### src/rtl/bcd_alu_pkg.sv
// bcd_alu_pkg: opcodes, FSM states and BCD helpers shared by the BCD ALU files.
package bcd_alu_pkg;
  localparam int BCD_DIGIT_W = 4;
  localparam logic [2:0] OP_SUM = 3'b000;
  localparam logic [2:0] OP_SUB = 3'b001;
  localparam logic [2:0] OP_MUL = 3'b010;
  localparam logic [2:0] OP_DIV = 3'b011;
  localparam logic [2:0] OP_EXP = 3'b100;
  typedef enum logic [1:0] {S_IDLE, S_ADDSUB, S_MUL_STEP, S_FIN} state_t;
  function automatic logic [BCD_DIGIT_W-1:0] nines(input logic [BCD_DIGIT_W-1:0] d);
    return 4'd9 - d;
  endfunction
endpackage

### src/rtl/bcd_digit_adder.sv
// bcd_digit_adder: one BCD digit add with carry in/out and +6 decimal correction.
module bcd_digit_adder (
  input  logic [3:0] i_a,
  input  logic [3:0] i_b,
  input  logic       i_cin,
  output logic [3:0] o_s,
  output logic       o_cout
);
  logic [4:0] w_sum;
  assign w_sum  = {1'b0, i_a} + {1'b0, i_b} + {4'b0, i_cin};
  assign o_cout = w_sum > 5'd9;
  assign o_s    = o_cout ? w_sum[3:0] + 4'd6 : w_sum[3:0];
endmodule

### src/rtl/bcd_seq_alu.sv
// bcd_seq_alu: sequential sign-magnitude BCD ALU, ADD/SUB in 2 cycles, digit-serial MUL.
// Define BCD_ALU_MUL_EN to build the multiplier; otherwise MUL reports flag_err.
module bcd_seq_alu
  import bcd_alu_pkg::*;
#(
  parameter int DIGIT_NUM = 8
) (
  input  logic                             clk,
  input  logic                             rst,
  input  logic                             start,
  input  logic [2:0]                       operation,
  input  logic [BCD_DIGIT_W*DIGIT_NUM-1:0] operand0,
  input  logic                             operand0_sign,
  input  logic [BCD_DIGIT_W*DIGIT_NUM-1:0] operand1,
  input  logic                             operand1_sign,
  output logic                             busy,
  output logic                             done,
  output logic [BCD_DIGIT_W*DIGIT_NUM-1:0] result,
  output logic                             result_sign,
  output logic                             flag_ov,
  output logic                             flag_err
);
  localparam int D = BCD_DIGIT_W;
  localparam int W = D * DIGIT_NUM;
  state_t r_state, w_next;
  logic [W-1:0] r_a, r_b, r_res, r_result;
  logic r_sa, r_sb, r_err, r_neg, r_tsign, r_tov;
  logic r_busy, r_done, r_result_sign, r_flag_ov, r_flag_err;
  logic [W-1:0] w_b9, w_res9, w_ca, w_cb, w_sum, w_fin;
  logic [DIGIT_NUM:0] w_c;
  logic [2*DIGIT_NUM-1:0] w_bad;
  logic w_cin, w_eq, w_mul, w_err;
`ifdef BCD_ALU_MUL_EN
  localparam int IW = $clog2(DIGIT_NUM + 1);
  logic [W-1:0] r_hi, r_lo, w_hi_sh, w_lo_sh;
  logic [D-1:0] r_ext, r_cnt;
  logic [IW-1:0] r_idx;
  logic w_mul_last;
  assign w_mul      = operation == OP_MUL;
  assign w_hi_sh    = {r_ext, r_hi[W-1:D]};
  assign w_lo_sh    = {r_hi[D-1:0], r_lo[W-1:D]};
  assign w_mul_last = r_cnt == '0 && r_idx == IW'(DIGIT_NUM);
`else
  assign w_mul = 1'b0;
`endif
  for (genvar i = 0; i < DIGIT_NUM; i++) begin : g_dig
    assign w_b9[i*D +: D]   = nines(r_b[i*D +: D]);
    assign w_res9[i*D +: D] = nines(r_res[i*D +: D]);
    assign w_bad[i]             = operand0[i*D +: D] > 4'd9;
    assign w_bad[DIGIT_NUM + i] = operand1[i*D +: D] > 4'd9;
    bcd_digit_adder u_add (
      .i_a    (w_ca[i*D +: D]),
      .i_b    (w_cb[i*D +: D]),
      .i_cin  (w_c[i]),
      .o_s    (w_sum[i*D +: D]),
      .o_cout (w_c[i+1])
    );
  end
  assign w_c[0] = w_cin;
  assign w_err  = (|w_bad) || !(operation == OP_SUM || operation == OP_SUB || w_mul);
  assign w_eq   = r_sa == r_sb;
  assign w_fin  = r_neg ? w_sum : r_res;
  // One ripple chain: add/10's-complement subtract, final negation in FIN, MUL accumulate.
  always_comb begin
    w_ca  = r_a;
    w_cb  = w_eq ? r_b : w_b9;
    w_cin = ~w_eq;
    if (r_state == S_FIN) begin
      w_ca  = w_res9;
      w_cb  = '0;
      w_cin = 1'b1;
    end
`ifdef BCD_ALU_MUL_EN
    if (r_state == S_MUL_STEP) begin
      w_ca  = r_hi;
      w_cb  = r_a;
      w_cin = 1'b0;
    end
`endif
  end
  always_comb begin
    w_next = r_state;
    case (r_state)
      S_IDLE:     w_next = start ? ((w_mul && !w_err) ? S_MUL_STEP : S_ADDSUB) : S_IDLE;
      S_ADDSUB:   w_next = S_FIN;
`ifdef BCD_ALU_MUL_EN
      S_MUL_STEP: w_next = w_mul_last ? S_FIN : S_MUL_STEP;
`endif
      default:    w_next = S_IDLE;
    endcase
  end
  always_ff @(posedge clk) r_state <= rst ? S_IDLE : w_next;
  always_ff @(posedge clk) begin
    if (rst) begin
      r_a <= '0;
      r_b <= '0;
      r_res <= '0;
      r_sa <= 1'b0;
      r_sb <= 1'b0;
      r_err <= 1'b0;
      r_neg <= 1'b0;
      r_tsign <= 1'b0;
      r_tov <= 1'b0;
      r_busy <= 1'b0;
      r_done <= 1'b0;
      r_result <= '0;
      r_result_sign <= 1'b0;
      r_flag_ov <= 1'b0;
      r_flag_err <= 1'b0;
`ifdef BCD_ALU_MUL_EN
      r_hi <= '0;
      r_lo <= '0;
      r_ext <= '0;
      r_cnt <= '0;
      r_idx <= '0;
`endif
    end else begin
      r_done <= 1'b0;
      case (r_state)
        S_IDLE: if (start) begin
          r_a <= operand0;
          r_b <= operand1;
          r_sa <= operand0_sign;
          r_sb <= operand1_sign ^ (operation == OP_SUB);
          r_err <= w_err;
          r_busy <= 1'b1;
`ifdef BCD_ALU_MUL_EN
          r_hi <= '0;
          r_lo <= '0;
          r_ext <= '0;
          r_cnt <= '0;
          r_idx <= '0;
`endif
        end
        S_ADDSUB: begin
          r_res <= w_sum;
          r_tov <= w_eq & w_c[DIGIT_NUM];
          r_neg <= ~w_eq & ~w_c[DIGIT_NUM];
          r_tsign <= r_sa ^ (~w_eq & ~w_c[DIGIT_NUM]);
        end
`ifdef BCD_ALU_MUL_EN
        // Right-shifting accumulator: low product digits retire into r_lo, LSD of operand1 first.
        S_MUL_STEP: if (r_cnt != '0) begin
          r_hi <= w_sum;
          r_ext <= r_ext + {3'b0, w_c[DIGIT_NUM]};
          r_cnt <= r_cnt - 4'd1;
        end else begin
          r_hi <= w_hi_sh;
          r_lo <= w_lo_sh;
          r_ext <= '0;
          r_cnt <= r_b[D-1:0];
          r_b <= r_b >> D;
          r_idx <= r_idx + IW'(1);
          r_res <= w_lo_sh;
          r_tov <= |w_hi_sh;
          r_tsign <= r_sa ^ r_sb;
          r_neg <= 1'b0;
        end
`endif
        default: begin
          r_done <= 1'b1;
          r_busy <= 1'b0;
          r_result <= r_err ? '0 : w_fin;
          r_result_sign <= ~r_err & r_tsign & (|w_fin);
          r_flag_ov <= ~r_err & r_tov;
          r_flag_err <= r_err;
        end
      endcase
    end
  end
  assign busy        = r_busy;
  assign done        = r_done;
  assign result      = r_result;
  assign result_sign = r_result_sign;
  assign flag_ov     = r_flag_ov;
  assign flag_err    = r_flag_err;
endmodule

### config.mk
export PLATFORM = sky130hd
export DESIGN_NAME = bcd_seq_alu
export DESIGN_NICKNAME = d
export VERILOG_FILES = /design/src/rtl/bcd_alu_pkg.sv /design/src/rtl/bcd_digit_adder.sv /design/src/rtl/bcd_seq_alu.sv
export SDC_FILE = /design/constraint.sdc
export NUM_CORES = 1
export LEC_CHECK = 0
export CAP_MARGIN = 30
export CORE_MARGIN = 2
export CORE_UTILIZATION = 60
export DETAILED_ROUTE_END_ITERATION = 8
export GPL_ROUTABILITY_DRIVEN = 0
export PLACE_DENSITY_LB_ADDON = 0.05
export REMOVE_ABC_BUFFERS = 1
export SETUP_SLACK_MARGIN = 0.5
export SYNTH_ARGS = -nofsm -noshare
export SYNTH_HDL_FRONTEND = slang
export SYNTH_SLANG_ARGS = --single-unit
### constraint.sdc
create_clock -name clk -period 45.8 [get_ports clk]
set_clock_uncertainty 0.2 [all_clocks]
set_input_delay 4.58 -clock clk [delete_from_list [all_inputs] [get_ports clk]]
set_output_delay 4.58 -clock clk [all_outputs]
set_load 0.05 [all_outputs]
; Word-level counts from Yosys, hierarchy flattened
; Cells that the tools add are included.
[totals]
reg_bits = 141
elab_cells = 125
output_inout_bits = 37
[classes]
order_cmp = 24
n_addsub = 40
reduce_logical = 10
n_eq_ne = 5
bitwise_logic = 11
n_mux = 19
[ops]
columns = operator, n
row1 = $mux W32, 5
row2 = $gt A4 B4 Y1 const B, 16
row3 = $sub A4 B4 Y4 const A, 16
row4 = $add A4 B4 Y5, 8
row5 = $add A5 B1 Y5, 8
row6 = $gt A5 B4 Y1 const B, 8
row7 = $add A4 B3 Y4 const B, 8
row8 = $mux W4, 8
row9 = $reduce_or A32 Y1, 1
row10 = $reduce_or A16 Y1, 1
row11 = $and A1 B1 Y1, 5
row12 = $mux W1, 4
row13 = $not A1 Y1, 4
row14 = $pmux W2 S2, 1
row15 = $reduce_and A2 Y1, 2
row16 = $eq A3 B1 Y1 const B, 1
row17 = $logic_not A3 Y1, 1
row18 = $eq A2 B1 Y1 const B, 1
row19 = $eq A2 B2 Y1 const B, 1
row20 = $logic_not A2 Y1, 1
row21 = $logic_or A1 B1 Y1, 2
row22 = $ne A2 B2 Y1 const B, 1
row23 = $pmux W1 S2, 1
row24 = $reduce_or A2 Y1, 1
row25 = 3 further kinds, 4

; Longest topological paths before layout
; Gate-level depths: netlist of the first run.
[logic_depth]
ltp_word = 24
ltp_mapped = 76
mapped_depth_nobuf = 73

; By module
; From an unflattened synthesis of the first run, not the netlist that was laid out.
[hier_totals]
hier_cells = 1049
hier_area_um2 = 8217.9
[by_module_without_submodules]
columns = module, n_inst, cells_per_inst, area_per_inst_um2, seq_area_each_um2
row1 = bcd_seq_alu, 1, 873, 6526.3, 2822.7
row2 = bcd_digit_adder, 8, 22, 211.5, 0.0

; Worst setup path after synthesis of the first run
; Ideal clock, no wire load.
[synth_timing]
path_kind = reg2reg
from = register r_state[1]
to = register r_result_sign, in the netlist result_sign
setup_time_ns = 0.125
path_slack_ns = 29.628
path_stages_with_launch = 72
required_time_ns = 45.475
t_arrival_ns = 15.847
path_buffers = 3
cell_sequence = dfxtp_1 > clkbuf_1 > inv_2 > nor2_1 > clkbuf_1 > nor2_1 > fa_1 > inv_1 > fa_1 > inv_1 > ha_1 > a22oi_1 > a31oi_2 > fa_1 > inv_1 > fa_1 > xor2_1 > inv_1 > (+36 left out) > a2bb2oi_1 > a31oi_4 > fa_1 > inv_1 > fa_1 > or2_1 > o2bb2a_1 > a31oi_1 > inv_1 > fa_1 > fa_1 > xnor2_1 > ha_1 > nand2b_1 > a31oi_1 > mux2i_1 > mux2_2 > o41a_1
[synth_via]
elab_chain_len = 23
word_cells_on_any_way = 50
classes_between = add/sub (24) / order compare (8) / eq/ne (2) / mux (12) / bitwise (1) / reduce/logical (3)
[synth_lines]
columns = element, line
row1 = start: declaration, bcd_seq_alu.sv:25  ; state_t r_state, w_next;
row2 = start signal: assignment, bcd_seq_alu.sv:92  ; always_ff @(posedge clk) r_state <= rst ? S_IDLE : w_next;
row3 = $eq A2 B2 Y1, bcd_seq_alu.sv:68  ; if (r_state == S_FIN) begin
row4 = $mux W32, bcd_seq_alu.sv:68
row5 = $add A4 B4 Y5, bcd_digit_adder.sv:10  ; assign w_sum = {1'b0, i_a} + {1'b0, i_b} + {4'b0, i_cin};
row6 = $add A5 B1 Y5, bcd_digit_adder.sv:10
row7 = $gt A5 B4 Y1, bcd_digit_adder.sv:11  ; assign o_cout = w_sum > 5'd9;
row8 = $add A5 B1 Y5, bcd_digit_adder.sv:10
row9 = $gt A5 B4 Y1, bcd_digit_adder.sv:11
row10 = $add A5 B1 Y5, bcd_digit_adder.sv:10
row11 = (+7 left out), --
row12 = $add A5 B1 Y5, bcd_digit_adder.sv:10
row13 = $gt A5 B4 Y1, bcd_digit_adder.sv:11
row14 = $add A5 B1 Y5, bcd_digit_adder.sv:10
row15 = $add A4 B3 Y4 / $gt A5 B4 Y1 (equally long branches), "bcd_digit_adder.sv:12, bcd_digit_adder.sv:11"
row16 = $mux W4, bcd_digit_adder.sv:12  ; assign o_s = o_cout ? w_sum[3:0] + 4'd6 : w_sum[3:0];
row17 = $mux W32, bcd_seq_alu.sv:62  ; assign w_fin = r_neg ? w_sum : r_res;
row18 = $reduce_or A32 Y1, bcd_seq_alu.sv:164  ; r_result_sign <= ~r_err & r_tsign & (|w_fin);
row19 = $and A1 B1 Y1, bcd_seq_alu.sv:164
row20 = end signal: assignment, bcd_seq_alu.sv:164
row21 = end: declaration, bcd_seq_alu.sv:28  ; logic r_busy, r_done, r_result_sign, r_flag_ov, r_flag_err;
; Parallel ways exist; a longest one is shown, timed or not.
; A chain may end at the register's enable or synchronous reset.

; Worst setup path after layout of the first run
; Same ends and word-level chain as after synthesis.

==> results of run 1 <==
-- registers in the layout, summed over array words and instances (netlist names), 2 cells and up --
register	count
r_b	32
r_state	2
result	32
r_res	32
r_a	32
-- metrics by stage --
stage	area, sq um	util
CTS	10400	0.743
finish	10400	0.743
floorplan	8350	-
detailed placement	9780	0.702
global route	10400	0.743
global placement	9760	0.701
-- synthesized netlist by cell type (5+ instances only) --
| library cell | instances | area share |
|---|---|---|
| a2111oi_0 | 5 | 0.0051 |
| a211o_1 | 5 | 0.0051 |
| a211oi_1 | 11 | 0.0096 |
| a21o_1 | 17 | 0.015 |
| a21oi_1 | 117 | 0.068 |
| a22o_1 | 17 | 0.017 |
| a311o_1 | 5 | 0.0058 |
| a311oi_1 | 7 | 0.0071 |
| a31oi_1 | 9 | 0.0065 |
| and3b_1 | 6 | 0.0061 |
| clkbuf_1 | 53 | 0.023 |
| dfxtp_1 | 141 | 0.33 |
| fa_1 | 16 | 0.037 |
| ha_1 | 54 | 0.079 |
| inv_1 | 60 | 0.026 |
| mux2i_1 | 12 | 0.014 |
| nand2_1 | 277 | 0.12 |
| nand2b_1 | 10 | 0.0073 |
| nand3_1 | 5 | 0.0029 |
| nand4_1 | 6 | 0.0044 |
| nor2_1 | 67 | 0.029 |
| nor3_1 | 8 | 0.0047 |
| o211ai_1 | 6 | 0.0052 |
| o21ai_0 | 58 | 0.034 |
| o21ai_1 | 8 | 0.0047 |
| o221ai_1 | 6 | 0.0061 |
| or3_1 | 6 | 0.0044 |
| xnor2_1 | 26 | 0.026 |
| xor2_1 | 15 | 0.015 |
-- where the power goes --
group | internal (mW) | switching [mW]
combinational | 0.0709 | 0.0995
sequential | 0.132 | 0.00721
clock | 0.0823 | 0.0536
-- cells in the final DEF, fill, tap and decap left out, types with 7 or more instances in the layout --
| cell type | count |
|---|---|
| mux2i_1 | 12 |
| clkbuf_16 | 17 |
| a211oi_1 | 11 |
| nor3_1 | 8 |
| a21o_1 | 17 |
| dfxtp_1 | 140 |
| buf_4 | 11 |
| nand2b_1 | 10 |
| clkdlybuf4s50_1 | 107 |
| xnor2_1 | 25 |
| o21ai_1 | 8 |
| inv_1 | 60 |
| a311oi_1 | 7 |
| nor2_1 | 65 |
| o21ai_0 | 58 |
| fa_1 | 16 |
| a21oi_1 | 117 |
| nand2_1 | 276 |
| a31oi_1 | 9 |
| ha_1 | 54 |
| a22o_1 | 17 |
| xor2_1 | 15 |
-- layout make-up --
type / instances / area share
antenna: 1 / 0.000242
tap: 180 / 0.0217
clock buffer: 20 / 0.0441
multi-input combinational: 841 / 0.514
timing repair buffer: 119 / 0.113
inverter: 61 / 0.0221
sequential: 141 / 0.273
clock inverter: 11 / 0.0115
-- critical path, delay by kind of cell, from the launching register on --
| kind | cells | cell delay, ps |
|---|---|---|
| buf+inv | 13 | 1580 |
| xor+xnor | 7 | 2510 |
| compound gates | 17 | 4660 |
| simple gates | 7 | 790 |
| flops | 1 | 410 |
| mux | 2 | 490 |
| fa+ha+maj | 23 | 7370 |
-- kinds of logic (layout without fill, tap and decap cells) --
| logic type | Yosys count | count (layout) | share of synthesized area |
|---|---|---|---|
| XOR/XNOR | 44 | 44 | 0.0474 |
| AND/OR/NAND/NOR | 410 | 410 | 0.201 |
| AO/OA/AOI/OAI | 301 | 301 | 0.231 |
| multiplexers | 16 | 16 | 0.0205 |
| adder cells (fa/ha/maj) | 70 | 70 | 0.116 |
| other | 0 | 1 | 0 |
| flip-flops | 141 | 141 | 0.328 |
| buffers and inverters | 122 | 211 | 0.0556 |
-- worst min path at each step --
stage                                 start                 endpoint  slack, ps  depth (start not counted)
floorplan            r_res[10]$_SDFFE_PP0P_   r_res[10]$_SDFFE_PP0P_        230                          2
global placement     result[6]$_SDFFE_PP0P_   result[6]$_SDFFE_PP0P_        230                          2
detailed placement  result[18]$_SDFFE_PP0P_  result[18]$_SDFFE_PP0P_        240                          2
CTS                 result[18]$_SDFFE_PP0P_  result[18]$_SDFFE_PP0P_        260                          2
global route           r_a[26]$_SDFFE_PP0P_     r_a[26]$_SDFFE_PP0P_        280                          2
finish              result[18]$_SDFFE_PP0P_  result[18]$_SDFFE_PP0P_        250                          2
-- layer usage --
layer  vias up  wire (um)  GRT usage
met1      3711       9780      0.393
met3        37       1450     0.0664
met4         0        602      0.124
li1       3955          -          -
met5         -          0          0
met2       279      10900      0.532
==> flow_metrics.env, run 1 <==
export IMPL_r2r_setup_slack_ps=27590
export IMPL_clock_path_buffers=2
export IMPL_dpl_hpwl_mm=16.1
export IMPL_cts_root_buf="clkbuf_16"
export IMPL_netlist_area_sq_um=8600
export IMPL_rsz0062_at_grt="no"
export IMPL_num_fill_cells=1099
export IMPL_track_usage=0.315
export IMPL_grt_pass1_wl_mm=37.2
export IMPL_post_place_ws_ps=27980
export IMPL_crit_path_frequent_cell="fa_1"
export IMPL_p_leak_nw=4.19
export IMPL_endpoint="result_sign$_SDFFE_PP0P_"
export IMPL_synthFlopType="dfxtp_1"
export IMPL_detail_route_antenna_nets=0
export IMPL_start_util=0.617
export IMPL_slowest_delay_ps=520
export IMPL_worstSkewPairLatency_ps=430
export IMPL_avgSynthCellArea_sq_um=7.79
export IMPL_multi_input_area_sq_um=5330
export IMPL_ys_ff_latch=141
export IMPL_synth_distinct_cells=74
export IMPL_drtIter0Drc=640
export IMPL_drive_gt1_frac=0.0654
export IMPL_fin_tns_setup_ps=0
export IMPL_final_hold_viol_count=0
export IMPL_finalNetCount=1323
export IMPL_h_tree_depth=4
export IMPL_cts_buffers=17
export IMPL_vias=7982
export IMPL_die_h_um=124
export IMPL_vias_per_cell=5.81
export IMPL_post_synth_inst_count=1104
export IMPL_slowest_stage="buf_4"
export IMPL_crit_start="r_state[1]$_SDFF_PP0_"
export IMPL_async_flop_share=0
export IMPL_cp_max_fo=63
export IMPL_coreArea_sq_um=13900
export IMPL_status="finished clean"
export IMPL_first_global_vias=7553
export IMPL_path_class="flop to flop"
export IMPL_maxCapViolCount=0
export IMPL_worst_slew_pin_slew_ps=994
export IMPL_portBuffers=108
export IMPL_wl_per_cell_um=16.6
export IMPL_cp_arrival_ps=18320
export IMPL_row_count=43
export IMPL_r2r_start="r_state[1]$_SDFF_PP0_"
export IMPL_syn_to_final_growth_pct=20.5
export IMPL_post_route_min_period_ps=18210
export IMPL_reg2regPathDepth=69
export IMPL_synth_edf_count=0
export IMPL_holdWs_ps=253
export IMPL_dieArea_sq_um=15300
export IMPL_drc=0
export IMPL_startpoint_type="flop"
export IMPL_p_total_uw=446
export IMPL_clk_pin_slew_worst_paths_ps=60
export IMPL_hp_class="flop to flop"
export IMPL_fin_crit_sh=0.398
export IMPL_slew_headroom=0.335
export IMPL_synth_warnings=0
export IMPL_post_cts_buffers=0
export IMPL_drt_total_wl_mm=22.7
export IMPL_antenna_found_initial=1
export IMPL_cts_hold_fix_buffers=0
export IMPL_final_cells=1374
export IMPL_drt_pass1_iterations=5
export IMPL_cts_tree="built"
export IMPL_ys_seq_area_frac=0.328
export IMPL_setup_viol=0
export IMPL_fmax_mhz=54.9
export IMPL_io_pins=109
export IMPL_die_w_um=124
export IMPL_drv_slew=0
export IMPL_regToRegEndpoint="result_sign$_SDFFE_PP0P_"
export IMPL_grt_max_degree=73
export IMPL_worstPathRequired_ps=45920
export IMPL_worst_slack_ps=27590
export IMPL_grt_ovfl_total=0
export IMPL_cts_repair_resized=0
export IMPL_dpl_cell_count=1342
export IMPL_cts_sinks=141
export IMPL_ir_worst_vdd_v=0.0000291
export IMPL_setup_worst_path_end_class="flop"
export IMPL_power_density_nw_per_um2=43.0
export IMPL_regArea_sq_um=2820
(Power assumes the default switching activity.)
==> inputs of run 2 (changes only) <==
--- a/config.mk
+++ b/config.mk
@@ -7,7 +7,7 @@
 export LEC_CHECK = 0
 export CAP_MARGIN = 30
 export CORE_MARGIN = 2
-export CORE_UTILIZATION = 60
+export CORE_UTILIZATION = 56
 export DETAILED_ROUTE_END_ITERATION = 8
 export GPL_ROUTABILITY_DRIVEN = 0
 export PLACE_DENSITY_LB_ADDON = 0.05
==> constraint.sdc (replaced) <==
create_clock -name clk -period 17.9 [get_ports clk]
set_clock_uncertainty 0.2 [all_clocks]
set_input_delay 1.79 -clock clk [delete_from_list [all_inputs] [get_ports clk]]
set_output_delay 1.79 -clock clk [all_outputs]
set_load 0.05 [all_outputs]
==> run 2 against run 1 <==
Core utilization fell by 4.7 points. Global-route usage fell by 1.4 points. Hold slack got worse by 11 ps. Sequential power rose to 2.6 times the previous value. Flip-flop and latch count did not move. Design area rose by 1.5%. First-iteration DRC count fell by 17%. Critical endpoint unchanged. Combinational power rose to 2.7 times the previous value. Non-clock buffer count rose by 4.
==> flow_metrics.env, run 2 (synthesis results as in run 1) <==
export IMPL_slew_headroom=0.351
export IMPL_final_common_cell="nand2_1"
export IMPL_fmax_mhz=60.9
export IMPL_cp_max_fo=14
export IMPL_stdcell_area_sq_um=10500
export IMPL_vias=7983
export IMPL_first_global_vias=7498
export IMPL_path_class="flop to flop"
export IMPL_worst_slew_pin_slew_ps=971
export IMPL_antenna_cells=0
export IMPL_maxCapViolCount=0
export IMPL_drc=0
export IMPL_setup_worst_path_end_class="flop"
export IMPL_worstSkewPairLatency_ps=430
export IMPL_slowest_stage="fa_1"
export IMPL_worst_slack_ps=1470
export IMPL_cts_buffers=17
export IMPL_portBuffers=108
export IMPL_placed_cell_area_sq_um=9790
export IMPL_drt_pass1_iterations=5
export IMPL_drive_gt1_frac=0.0785
export IMPL_cts_sinks=141
export IMPL_final_hold_viol_count=0
export IMPL_setup_viol=0
export IMPL_vias_per_cell=5.76
export IMPL_track_usage=0.300
export IMPL_antenna_found_initial=0
export IMPL_rsz0062_at_grt="no"
export IMPL_worstPathRequired_ps=18020
export IMPL_drt_total_wl_mm=24.1
export IMPL_startpoint_type="flop"
export IMPL_post_place_ws_ps=454
export IMPL_status="finished clean"
export IMPL_row_count=45
export IMPL_grt_ovfl_total=0
export IMPL_start_util=0.570
export IMPL_slowest_delay_ps=480
export IMPL_hp_class="flop to flop"
export IMPL_clock_path_buffers=2
export IMPL_finalNetCount=1327
export IMPL_power_density_nw_per_um2=112
export IMPL_post_route_min_period_ps=16430
export IMPL_drtIter0Drc=529
export IMPL_cp_arrival_ps=16550
export IMPL_dpl_hpwl_mm=16.9
export IMPL_grt_pass1_wl_mm=38.2
export IMPL_wl_per_cell_um=17.4
export IMPL_cts_tree="built"
export IMPL_syn_to_final_growth_pct=22.3
export IMPL_grt_max_degree=84
export IMPL_die_w_um=128
export IMPL_cts_root_buf="clkbuf_16"
export IMPL_coreArea_sq_um=15100
export IMPL_final_cell_mix="nand2_1, dfxtp_1, a21oi_1"
export IMPL_dieArea_sq_um=16400
export IMPL_detail_route_antenna_nets=0
export IMPL_fin_tns_setup_ps=0
export IMPL_fin_crit_sh=0.918
export IMPL_clk_pin_slew_worst_paths_ps=60
export IMPL_drv_slew=0
export IMPL_h_tree_depth=4
export IMPL_die_h_um=128
export IMPL_ir_worst_vdd_v=0.0000734
export IMPL_p_leak_nw=4.24
export IMPL_io_pins=109
run 2: worst paths after layout:
path	to	startpoint	cells after the start	slack [ps]
worst max-delay path	result_sign$_SDFFE_PP0P_	r_state[0]$_SDFF_PP0_	70	1470
worst max register to register	result_sign$_SDFFE_PP0P_	r_state[0]$_SDFF_PP0_	70	1470
worst min-delay path	result[6]$_SDFFE_PP0P_	result[6]$_SDFFE_PP0P_	2	240
worst min register to register	result[6]$_SDFFE_PP0P_	result[6]$_SDFFE_PP0P_	2	240
run 2: area by class of cell:
| class | instances | area (sq um) |
|---|---|---|
| clock buffers | 21 | 460 |
| clock inverters | 10 | 139 |
| fillers | 1296 | 4580 |
| inverters | 61 | 229 |
| multi-input cells | 841 | 5430 |
| flip-flops and latches | 141 | 2830 |
| well taps | 188 | 235 |
| repair buffers | 123 | 1200 |
run 2: power by group:
part	internal, mW	switching, mW	total (mW)
logic	0.192	0.267	0.458
clock network	0.226	0.139	0.364
registers	0.338	0.0186	0.356
run 2: metal layers:
| metal | share of wire | track usage |
|---|---|---|
| met1 | 0.44 | 0.387 |
| met3 | 0.052 | 0.0647 |
| met2 | 0.48 | 0.495 |
| met5 | 0 | 0 |
| met4 | 0.031 | 0.116 |
run 2: what timing repair did:
action                                  in CTS  in global routing
buffers inserted                             0                  3
pin swaps                                    0                  4
gates resized for setup                      1                 14
hold buffers                                 0                  0
endpoints found under the setup margin       1                 10
run 2: critical path: cells and delay by family, from the launching register on:
family,cells,cell delay [ps]
AO/OA/AOI/OAI,16,3650
XOR/XNOR,5,1340
adder cells (fa/ha/maj),23,7660
buffers and inverters,17,1760
flip-flops,1,410
multiplexers,2,430
AND/OR/NAND/NOR,7,810
run 2: stage by stage:
stage	hold WS [ps]	total power, mW	utilization	instances
global placement	231	0.786	0.648	1350
finish	242	1.18	0.697	1385
detailed placement	237	0.792	0.649	1351
floorplan	226	0.675	-	1043
global route	271	1.25	0.697	1385
CTS	246	1.16	0.689	1382
==> inputs of run 3 (changes only) <==
--- a/config.mk
+++ b/config.mk
@@ -7,7 +7,7 @@
 export LEC_CHECK = 0
 export CAP_MARGIN = 30
 export CORE_MARGIN = 2
-export CORE_UTILIZATION = 56
+export CORE_UTILIZATION = 51
 export DETAILED_ROUTE_END_ITERATION = 8
 export GPL_ROUTABILITY_DRIVEN = 0
 export PLACE_DENSITY_LB_ADDON = 0.05
==> constraint.sdc (replaced) <==
create_clock -name clk -period 14.8 [get_ports clk]
set_clock_uncertainty 0.2 [all_clocks]
set_input_delay 1.48 -clock clk [delete_from_list [all_inputs] [get_ports clk]]
set_output_delay 1.48 -clock clk [all_outputs]
set_load 0.05 [all_outputs]
==> run 3 against run 2 <==
Core utilization is essentially flat. Sequential share of layout area fell by 2.3 points. Critical path depth decreased by 3. Sequential power is 21% higher. Via count rose by 5.5%. Die area grew 9.5%. Combinational power grew 84%. Hold slack barely moved. Critical path type unchanged. Largest cell class unchanged.
==> flow_metrics.env, run 3 (synthesis results as in run 1) <==
export IMPL_drive_gt1_frac=0.193
export IMPL_drv_slew=0
export IMPL_first_global_vias=7824
export IMPL_placed_cell_area_sq_um=10200
export IMPL_post_route_min_period_ps=14460
export IMPL_fmax_mhz=69.1
export IMPL_r2r_setup_slack_ps=340
export IMPL_syn_to_final_growth_pct=33.9
export IMPL_crit_path_frequent_cell="fa_2"
export IMPL_die_w_um=134
export IMPL_worstSkewPairLatency_ps=430
export IMPL_antenna_found_initial=0
export IMPL_slowest_stage="fa_2"
export IMPL_cts_buffers=17
export IMPL_wl_per_cell_um=17.3
export IMPL_post_place_ws_ps=-576
export IMPL_final_common_cell="nand2_1"
export IMPL_clock_path_buffers=2
export IMPL_coreArea_sq_um=16500
export IMPL_fin_crit_sh=0.977
export IMPL_grt_ovfl_total=0
export IMPL_startpoint_type="flop"
export IMPL_grt_max_degree=69
export IMPL_drc=0
export IMPL_slowest_delay_ps=550
export IMPL_vias=8423
export IMPL_vias_per_cell=5.59
export IMPL_ir_worst_vdd_v=0.000107
export IMPL_cp_max_fo=4
export IMPL_drt_total_wl_mm=26.1
export IMPL_final_cells=1507
export IMPL_path_class="flop to flop"
export IMPL_antenna_cells=0
export IMPL_final_hold_viol_count=0
export IMPL_drtIter0Drc=651
export IMPL_final_cell_mix="nand2_1, dfxtp_1, a21oi_1"
export IMPL_dieArea_sq_um=17900
export IMPL_maxCapViolCount=0
export IMPL_clk_pin_slew_worst_paths_ps=60
export IMPL_p_leak_nw=4.66
export IMPL_worstPathRequired_ps=14920
export IMPL_finalNetCount=1420
export IMPL_status="finished clean"
export IMPL_portBuffers=108
export IMPL_dpl_cell_count=1432
export IMPL_fin_tns_setup_ps=0
export IMPL_setup_viol=0
export IMPL_slew_headroom=0.358
export IMPL_p_total_mw=1.64
export IMPL_drt_pass1_iterations=6
export IMPL_grt_pass1_wl_mm=40.1
export IMPL_row_count=47
export IMPL_cts_root_buf="clkbuf_16"
export IMPL_detail_route_antenna_nets=0
export IMPL_die_h_um=134
export IMPL_cts_sinks=141
export IMPL_worst_slack_ps=336
export IMPL_dpl_hpwl_mm=17.5
export IMPL_power_density_nw_per_um2=142
export IMPL_io_pins=109
export IMPL_hp_class="flop to flop"
export IMPL_cts_tree="built"
export IMPL_setup_worst_path_end_class="flop"
export IMPL_h_tree_depth=4
export IMPL_start_util=0.520
export IMPL_stdcell_area_sq_um=11500
export IMPL_track_usage=0.285
export IMPL_rsz0062_at_grt="yes"
export IMPL_cp_arrival_ps=14580
export IMPL_worst_slew_pin_slew_ps=961
==> run 3: changes by cell type in the layout (fill, tap and decap cells not counted), moves of 5 or more <==
cell | before | now
fa_1 | 16 | 0
buf_4 | 15 | 107
inv_1 | 60 | 41
ha_4 | 0 | 9
clkbuf_1 | 2 | 7
ha_1 | 54 | 41
fa_2 | 0 | 16
inv_2 | 1 | 20
==> run 3: final timing paths <==
path	start	to	cells after the start
setup / recovery	r_sb$_SDFFE_PP0P_	result_sign$_SDFFE_PP0P_	67
hold / removal	result[6]$_SDFFE_PP0P_	result[6]$_SDFFE_PP0P_	2
setup reg to reg	r_sb$_SDFFE_PP0P_	result_sign$_SDFFE_PP0P_	67
hold reg to reg	result[6]$_SDFFE_PP0P_	result[6]$_SDFFE_PP0P_	2
==> run 3: power by group <==
group	leakage, nW	switching, mW	internal [mW]
Clock	0.233	0.155	0.208
Sequential	1.15	0.0225	0.409
Combinational	3.27	0.412	0.431
==> run 3: worst max-delay path, delay by kind of cell (launching register included) <==
family | cells | cell delay (ps)
compound gates | 16 | 3130
flops | 1 | 360
simple gates | 7 | 900
xor+xnor | 3 | 610
fa+ha+maj | 20 | 6900
mux | 2 | 350
buf+inv | 19 | 1840
==> run 3: routing by layer <==
layer  routed length, um  part of all wire  up-vias  track usage
li1                    -                 -     4140            -
met1               11300              0.43     4015        0.364
met2               13000              0.50      229        0.493
met3                1240             0.048       39       0.0416
met4                 613             0.024        0       0.0999
met5                   0                 0        -            0
==> run 3: final cells by class <==
| class | instances | area (sq um) |
|---|---|---|
| Clock buffer | 24 | 452 |
| Timing Repair Buffer | 216 | 1900 |
| Fill cell | 1343 | 5010 |
| Multi-Input combinational cell | 841 | 5800 |
| Tap cell | 220 | 275 |
| Sequential cell | 141 | 2830 |
| Clock inverter | 4 | 20.0 |
| Inverter | 61 | 229 |
==> run 3: metrics by stage <==
step	hold WS, ps	util
floorplan	226	-
global placement	232	0.617
detailed placement	234	0.617
CTS	242	0.672
global route	266	0.697
finish	243	0.697
==> run 3: timing repair <==
item | CTS | global route
gates resized for setup | 61 | 52
setup endpoints to repair | 10 | 10
endpoints found under the hold margin | 0 | 0
hold buffers | 0 | 0
pin swaps | 42 | 48
setup buffers | 32 | 15
